**src/rtl/part2_dot_ctrl.sv**
```systemverilog
// -----------------------------------------------------------------------------
// part2_dot_ctrl
// Sequencer in front of an 8x8->16 multiply-accumulate unit. It collects one
// VEC_LEN-element int8 vector pair from a valid/ready stream, replays it to the
// MAC one pair per cycle with no bubbles, waits for every MAC valid_out, then
// returns the accumulated dot product and the MAC's overflow flag on a
// valid/ready result port. Once the result is taken it pulses mac_clear so the
// MAC accumulator starts from zero on the next job.
//
// Ports
//   clk, reset            clock (rising edge), synchronous active-high reset
//   s_a, s_b, s_valid     input element pair stream
//   s_ready               pair accepted while high (only in LOAD)
//   mac_a, mac_b          operands to the MAC
//   mac_valid             MAC valid_in
//   mac_clear             one-cycle pulse, ORed into the MAC reset
//   mac_f, mac_vout       MAC accumulator value and valid_out
//   mac_ovf               MAC sticky overflow
//   m_data, m_overflow    dot-product result and its overflow flag
//   m_valid, m_ready      result handshake
//
// Parameter VEC_LEN: elements per dot product, legal range 2..16.
// -----------------------------------------------------------------------------
module part2_dot_ctrl #(
    parameter int VEC_LEN = 4
) (
    input  logic               clk,
    input  logic               reset,
    input  logic signed [7:0]  s_a,
    input  logic signed [7:0]  s_b,
    input  logic               s_valid,
    output logic               s_ready,
    output logic signed [7:0]  mac_a,
    output logic signed [7:0]  mac_b,
    output logic               mac_valid,
    output logic               mac_clear,
    input  logic signed [15:0] mac_f,
    input  logic               mac_vout,
    input  logic               mac_ovf,
    output logic signed [15:0] m_data,
    output logic               m_overflow,
    output logic               m_valid,
    input  logic               m_ready
);

    // Buffer index width and a counter width that can also hold VEC_LEN itself.
    localparam int IW = (VEC_LEN > 2) ? $clog2(VEC_LEN) : 1;
    localparam int CW = $clog2(VEC_LEN + 1);

    localparam logic [IW-1:0] LAST_IDX = IW'(VEC_LEN - 1);
    localparam logic [IW-1:0] IDX_ZERO = {IW{1'b0}};
    localparam logic [IW-1:0] IDX_ONE  = {{(IW-1){1'b0}}, 1'b1};
    localparam logic [CW-1:0] CNT_FULL = CW'(VEC_LEN);
    localparam logic [CW-1:0] CNT_ZERO = {CW{1'b0}};
    localparam logic [CW-1:0] CNT_ONE  = {{(CW-1){1'b0}}, 1'b1};

    typedef enum logic [2:0] {
        ST_LOAD   = 3'd0,
        ST_ISSUE  = 3'd1,
        ST_DRAIN  = 3'd2,
        ST_RESULT = 3'd3,
        ST_CLEAR  = 3'd4
    } state_t;

    state_t                state_q,      state_d;
    logic [IW-1:0]         wr_cnt_q,     wr_cnt_d;
    logic [CW-1:0]         rd_cnt_q,     rd_cnt_d;
    logic [CW-1:0]         vout_cnt_q,   vout_cnt_d;
    logic signed [7:0]     buf_a_q [VEC_LEN];
    logic signed [7:0]     buf_a_d [VEC_LEN];
    logic signed [7:0]     buf_b_q [VEC_LEN];
    logic signed [7:0]     buf_b_d [VEC_LEN];
    logic                  s_ready_q,    s_ready_d;
    logic signed [7:0]     mac_a_q,      mac_a_d;
    logic signed [7:0]     mac_b_q,      mac_b_d;
    logic                  mac_valid_q,  mac_valid_d;
    logic                  mac_clear_q,  mac_clear_d;
    logic signed [15:0]    m_data_q,     m_data_d;
    logic                  m_overflow_q, m_overflow_d;
    logic                  m_valid_q,    m_valid_d;

    // Next-state and next-output computation for the whole sequencer.
    always_comb begin
        state_d      = state_q;
        wr_cnt_d     = wr_cnt_q;
        rd_cnt_d     = rd_cnt_q;
        vout_cnt_d   = vout_cnt_q;
        buf_a_d      = buf_a_q;
        buf_b_d      = buf_b_q;
        s_ready_d    = 1'b0;
        mac_a_d      = mac_a_q;
        mac_b_d      = mac_b_q;
        mac_valid_d  = 1'b0;
        mac_clear_d  = 1'b0;
        m_data_d     = m_data_q;
        m_overflow_d = m_overflow_q;
        m_valid_d    = m_valid_q;

        // MAC results can come back while the tail of the vector is still issuing.
        if (((state_q == ST_ISSUE) || (state_q == ST_DRAIN)) && mac_vout) begin
            vout_cnt_d = vout_cnt_q + CNT_ONE;
        end else begin
            vout_cnt_d = vout_cnt_q;
        end

        case (state_q)
            ST_LOAD: begin
                s_ready_d = 1'b1;
                if (s_valid && s_ready_q) begin
                    buf_a_d[wr_cnt_q] = s_a;
                    buf_b_d[wr_cnt_q] = s_b;
                    if (wr_cnt_q == LAST_IDX) begin
                        // Element 0 is already buffered (VEC_LEN >= 2), so the
                        // first issue can be registered on this same edge.
                        wr_cnt_d    = IDX_ZERO;
                        state_d     = ST_ISSUE;
                        s_ready_d   = 1'b0;
                        mac_valid_d = 1'b1;
                        mac_a_d     = buf_a_q[0];
                        mac_b_d     = buf_b_q[0];
                        rd_cnt_d    = CNT_ONE;
                    end else begin
                        wr_cnt_d = wr_cnt_q + IDX_ONE;
                    end
                end else begin
                    wr_cnt_d = wr_cnt_q;
                end
            end

            ST_ISSUE: begin
                if (rd_cnt_q == CNT_FULL) begin
                    rd_cnt_d = CNT_ZERO;
                    state_d  = ST_DRAIN;
                end else begin
                    mac_valid_d = 1'b1;
                    mac_a_d     = buf_a_q[rd_cnt_q[IW-1:0]];
                    mac_b_d     = buf_b_q[rd_cnt_q[IW-1:0]];
                    rd_cnt_d    = rd_cnt_q + CNT_ONE;
                end
            end

            ST_DRAIN: begin
                // The count is registered, so mac_f already holds the final
                // sum one cycle after the last valid_out.
                if (vout_cnt_q == CNT_FULL) begin
                    m_data_d     = mac_f;
                    m_overflow_d = mac_ovf;
                    m_valid_d    = 1'b1;
                    vout_cnt_d   = CNT_ZERO;
                    state_d      = ST_RESULT;
                end else begin
                    state_d = ST_DRAIN;
                end
            end

            ST_RESULT: begin
                if (m_valid_q && m_ready) begin
                    m_valid_d   = 1'b0;
                    mac_clear_d = 1'b1;
                    state_d     = ST_CLEAR;
                end else begin
                    state_d = ST_RESULT;
                end
            end

            ST_CLEAR: begin
                state_d   = ST_LOAD;
                s_ready_d = 1'b1;
            end

            default: begin
                state_d = ST_LOAD;
            end
        endcase
    end

    // State, buffer and registered-output flops with synchronous reset.
    always_ff @(posedge clk) begin
        if (reset) begin
            state_q      <= ST_LOAD;
            wr_cnt_q     <= IDX_ZERO;
            rd_cnt_q     <= CNT_ZERO;
            vout_cnt_q   <= CNT_ZERO;
            for (int i = 0; i < VEC_LEN; i++) begin
                buf_a_q[i] <= 8'sd0;
                buf_b_q[i] <= 8'sd0;
            end
            s_ready_q    <= 1'b0;
            mac_a_q      <= 8'sd0;
            mac_b_q      <= 8'sd0;
            mac_valid_q  <= 1'b0;
            mac_clear_q  <= 1'b0;
            m_data_q     <= 16'sd0;
            m_overflow_q <= 1'b0;
            m_valid_q    <= 1'b0;
        end else begin
            state_q      <= state_d;
            wr_cnt_q     <= wr_cnt_d;
            rd_cnt_q     <= rd_cnt_d;
            vout_cnt_q   <= vout_cnt_d;
            buf_a_q      <= buf_a_d;
            buf_b_q      <= buf_b_d;
            s_ready_q    <= s_ready_d;
            mac_a_q      <= mac_a_d;
            mac_b_q      <= mac_b_d;
            mac_valid_q  <= mac_valid_d;
            mac_clear_q  <= mac_clear_d;
            m_data_q     <= m_data_d;
            m_overflow_q <= m_overflow_d;
            m_valid_q    <= m_valid_d;
        end
    end

    assign s_ready    = s_ready_q;
    assign mac_a      = mac_a_q;
    assign mac_b      = mac_b_q;
    assign mac_valid  = mac_valid_q;
    assign mac_clear  = mac_clear_q;
    assign m_data     = m_data_q;
    assign m_overflow = m_overflow_q;
    assign m_valid    = m_valid_q;

endmodule

```
**config.mk**
```make
export PLATFORM = sky130hd
export DESIGN_NAME = part2_dot_ctrl
export DESIGN_NICKNAME = d
export VERILOG_FILES = /design/src/rtl/part2_dot_ctrl.sv
export SDC_FILE = /design/constraint.sdc
export NUM_CORES = 1
export LEC_CHECK = 0
export CORE_MARGIN = 5
export CORE_UTILIZATION = 30
export CTS_CLUSTER_DIAMETER = 40
export DETAILED_ROUTE_END_ITERATION = 8
export HOLD_SLACK_MARGIN = 0.02
export MAX_ROUTING_LAYER = met4
export PLACE_DENSITY_LB_ADDON = 0.08
export RECOVER_POWER = 25
export SYNTH_ARGS = -nofsm -noshare
export SYNTH_HDL_FRONTEND = slang
export SYNTH_SLANG_ARGS = --single-unit
```
**constraint.sdc**
```tcl
create_clock -name clk -period 5.15 [get_ports clk]
set_clock_uncertainty 0.2 [all_clocks]
set_input_delay 1.2875 -clock clk [delete_from_list [all_inputs] [get_ports clk]]
set_output_delay 1.2875 -clock clk [all_outputs]
set_load 0.03 [all_outputs]
```
* Word level (Yosys, flattened, before mapping)
Index checks and enable logic that the tools add are counted.
Word-level totals: memory bits (read-only) 0, memory bits (writable) 0, bits in latches 0, output and inout port bits 37, memories kept 0, input port bits 38, logic and storage cells 98, register bits 112
Cells by class: reduce and logical (&&, ||, !) cells 15, bitwise operators 3, add/sub/neg operators 3, magnitude comparators 3, multiply operators 0, equal/unequal tests 13, divide/modulo/power cells 0, muxes and demuxes 41, shifts and indexed selects 0
Operator list (number):
- $mux 8 | 11
- $bwmux 32 | 2
- $bmux 8 s2 | 2
- $pmux 8 s2 | 2
- $mux 3 | 8
- $demux 8 s2 | 1
- $pmux 3 s4 | 1
- $eq 3x3->1 const B | 3
- $mux 1 | 9
- $reduce_and 3->1 | 3
- $ne 2x2->1 const B | 4
- $add 3x1->3 const B | 2
- $eq 3x2->1 const B | 2
- $ge 3x3->1 const B | 2
- $not 2->3 | 2
- $pmux 1 s2 | 3
- $pmux 3 s2 | 1
- $logic_and 1x1->1 | 4
- $ne 2x1->1 const B | 2
- $reduce_and 2->1 | 2
- $reduce_and 4->1 | 1
- $reduce_bool 2->1 | 2
- $eq 3x1->1 const B | 1
- $logic_not 3->1 | 1
- other kinds (7) | 7

* Logic depth before layout (Yosys ltp)
word-level depth 6, gate-level depth with buffers 10

* Least setup slack after synthesis
OpenSTA, ideal clock, no wires.
path kind input to register, start input s_valid, end register mac_b_q[5], in the netlist mac_b[5], library setup time 0.131 ns, stages 6, setup slack 2.421 ns, arrival time 2.398 ns, buffers on the path 2, data required time 4.819 ns, cell sequence a31oi_2 -> or4_1 -> buf_2 -> buf_6 -> a211oi_1 -> nor3_1
Between the ends: word-level cells in the longest chain between the ends 3
RTL lines:
- from (decl) | RTL line 31 | input logic s_valid,
- $logic_and 1x1->1 | RTL line 109 | if (s_valid && s_ready_q) begin
- $ne 2x2->1 (no source line)
- $reduce_and 4->1 (no source line)
- to (signal assigned) | RTL line 205 | mac_b_q <= mac_b_d;
- to (decl) | RTL line 75 | logic signed [7:0] mac_b_q, mac_b_d;
No other way between the ends. A chain may end at the register's enable or synchronous reset.

* Worst setup path in the final report
start input s_valid, end register buf_b_q[0] (netlist bit)
Between the ends: word-level cells in the longest chain between the ends 2
RTL lines:
- $logic_and 1x1->1 | RTL line 109
- $reduce_and 2->1 (no source line)
- to (signal assigned) | RTL line 202 | buf_b_q <= buf_b_d;
- to (decl) | RTL line 71 | logic signed [7:0] buf_b_q [VEC_LEN];
No other way between the ends.

==> run_results.csv <==
group,metric,value,unit
status,status,"finished with violations",
status,violations,"capacitance limit, slew limit",
global_routing,first_global_vias,3873,
power_and_ir_drop,power.density,421,nW/µm²
sta,worst_slack,1.37,ns
sta,report.final.slew_viol_count,49,
worst_hold_path,hold_class,"reg2reg",
clock_tree,cts_sinks,112,
cells_and_area,drive_gt1_share,6.74,%
placed_design,half_perimeter_wire_length_after_placement,8350,µm
detailed_routing,postRouteWirelength,13600,µm
power_and_ir_drop,irDropWorstVdd,203,µV
cells_and_area,area_delta_synth_final,22.6,%
global_routing,grt-ovfl-total,0,
sta,fin_crit_sh,73.4,%
detailed_routing,total_vias_in_the_final_route,4091,
floorplanning,placeableCoreArea,15800,µm²
sta,totalNegativeSetupSlack,0,ns
clock_tree,post_cts_resize_count,0,
flow_run,max_cap_violations,1,
sta,setup-violations-final,0,
critical_path,worst-endpoint-arrival,3.72,ns
power_and_ir_drop,p_leak,1.87,nW
logic_synthesis,mappedNetlistArea,4840,µm²
cells_and_area,final_stage_net_count,649,
placed_design,numPortBuffers,74,
power_and_ir_drop,report.power.total,0.00249,W
logic_synthesis,synth-xor-area-share,0.543,%
sta,maximum_operating_frequency,265,MHz
logic_synthesis,synth_enable_flop_cells,0,
logic_synthesis,synth_top_family_by_area,"simple AND/OR/NAND/NOR gates",
logic_synthesis,fraction_of_synthesized_area_in_multiplexers,7.24,%
floorplanning,die_width,137,µm
logic_synthesis,postSynthRegisterBits,112,
clock_tree,post_cts_setup_repair_bufs,0,
logic_synthesis,synth_simple_gate_area_share,21.3,%
sta,fin_crit,3.78,ns
clock_tree,cts_buffers,9,
global_routing,maximum_number_of_pins_on_one_net_before_global_route_repair,64,
critical_path,critical_path_class,"in2reg",
floorplanning,dieHeight,137,µm
floorplanning,fp.dieArea,18800,µm²
placed_design,preCtsSetupSlack,1.25,ns
detailed_routing,number_of_design_rule_violations_left_after_detail_routing,0,
detailed_routing,average_wire_length_per_cell_after_detail_routing,16.5,µm
floorplanning,ports,75,
logic_synthesis,synth-main-ff-cell,"dfxtp_1",
critical_path,worstSetupEndpointType,"flip-flop",
sta,max_slew.worst_pin.slew,2.22,ns
sta,timing.final.hold_violations,0,
clock_tree,clk_root_buffer_cell,"clkbuf_16",
logic_synthesis,portion_of_the_post_synthesis_area_used_by_sequential_elements,46.4,%
logic_synthesis,synth-compound-area-share,17.1,%
logic_synthesis,ys.warnings.count,0,
critical_path,required,5.09,ns
floorplanning,initial_utilization,30.6,%
sta,slew-limit-headroom,-48.2,%
detailed_routing,detail_route.iter0.violations,270,
floorplanning,num_rows,46,
critical_path,crit_path_start,"s_valid",
clock_tree,ctsLongestPathBuffers,2,
global_routing,first_pass_grt_wire_length,21500,µm
placed_design,finalWeightedCongestion,0.729,
detailed_routing,viasPerCell,4.96,
sta,grt_setup_unrepaired,"no",
clock_tree,clkTransAtPathRegs,0.07,ns
detailed_routing,route.antenna.remaining_nets,0,
logic_synthesis,async_reset_ff_share,0,%
clock_tree,cts_hold_repair_buffers,0,
clock_tree,cts_max_level,3,
detailed_routing,detailedRoute.firstPassIterationCount,4,
clock_tree,tritoncts,"done",
clock_tree,clkLatencyLatePin,0.35,ns
critical_path,worstPathMaxFanout,16,
logic_synthesis,postSynthAreaPerCell,8.64,µm²
global_routing,antenna_found_initial,0,
critical_path,timing.rr.start,"wr_cnt_q[0]",
cells_and_area,n_diodes,0,
critical_path,cp-start-kind,"primary input",
logic_synthesis,postSynthNetCount,606,
cells_and_area,final_common_cell,"dfxtp_1",
worst_hold_path,hold_start,"m_data[0]",
logic_synthesis,syn_inst,560,
global_routing,global_route.usage.total,15.4,%
cells_and_area,final_cell_mix,"112 x dfxtp_1, 86 x a21oi_1, 84 x nand2_1",
logic_synthesis,yosys.area_share.adder,2.07,%
logic_synthesis,yosys.cell_types.count,41,
[kinds of logic after synthesis]
group | after synthesis
AND/OR/NAND/NOR | 219
AO/OA/AOI/OAI | 126
flip-flops | 112
buffers and inverters | 57
multiplexers | 35
adder cells (fa/ha/maj) | 8
XOR/XNOR | 3
[metal layers]
layer | track usage (%) | up-vias | part of all wire (%)
li1 | - | 2046 | -
met1 | 21.3 | 1909 | 49
met2 | 21.7 | 115 | 43
met3 | 3.64 | 21 | 5.7
met4 | 6.04 | 0 | 1.9
met5 | - | - | 0
[worst max-delay path, cell delays in order]
cell and delay [ns]:
dlygate4sd3_1 0.59, nand3_1 0.14, nor4_1 0.23, clkbuf_1 1.11, mux2i_1 0.29, nor2_1 0.06
[cell usage after synthesis, types with 2 or more instances]
master    instances  area, µm²
buf_6             4       45.0
a21oi_1          86        430
nand3_1          51        255
nor2b_1           2       12.5
nor3b_1           2       15.0
dfxtp_1         112       2240
o21ai_0           2       10.0
nand2_1          84        315
clkbuf_1         31        116
nor4_4            2       42.5
inv_1             8       30.0
and3_1            4       25.0
buf_2            12       60.1
mux2i_1          35        350
xnor2_1           3       26.3
nor3_1           22        110
ha_1              8        100
a211oi_1         12       90.1
a211oi_2         18        225
nor2_1           39        146
nand3b_1          3       22.5
[flip-flops by register name, indices dropped and copies added, names as in the netlist]
register    count
mac_b           8
m_data         16
buf_b_q        32
mac_clear       1
vout_cnt_q      3
rd_cnt_q        3
wr_cnt_q        2
s_ready         1
m_overflow      1
m_valid         1
mac_a           8
buf_a_q        32
state_q         3
mac_valid       1
[worst paths after layout]
kind                      to  slack (ns)  cells after the start
setup reg to reg  buf_b_q[0]        2.28                      6
hold / removal     m_data[0]        0.25                      2
setup / recovery  buf_b_q[0]        1.37                      6
hold reg to reg    m_data[0]        0.25                      2
[area by class of cell]
cell class / count / area (µm²)
fillers: 1633 / 9900
multi-input cells: 391 / 2320
flip-flops and latches: 112 / 2240
repair buffers: 81 / 783
well taps: 216 / 270
clock buffers: 13 / 240
clock inverters: 3 / 42.5
inverters: 8 / 30.0
[power by group]
part	total [W]	leakage [nW]	switching [W]	internal, W
Sequential	0.00103	0.905	0.0000698	0.000960
Clock	0.000696	0.134	0.000318	0.000378
Combinational	0.000769	0.833	0.000490	0.000279
[stage by stage]
step | instance area [µm²] | hold slack, ns | std cells | utilization [%]
2_1_floorplan | 4840 | 0.236 | 560 | -
3_3_place_gp | 5670 | 0.241 | 808 | 35.8
3_5_place_dp | 5670 | 0.246 | 808 | 35.8
4_1_cts | 5950 | 0.257 | 824 | 37.6
5_1_grt | 5930 | 0.266 | 824 | 37.5
6_report | 5930 | 0.254 | 824 | 37.5
(Power assumes the default switching activity.)
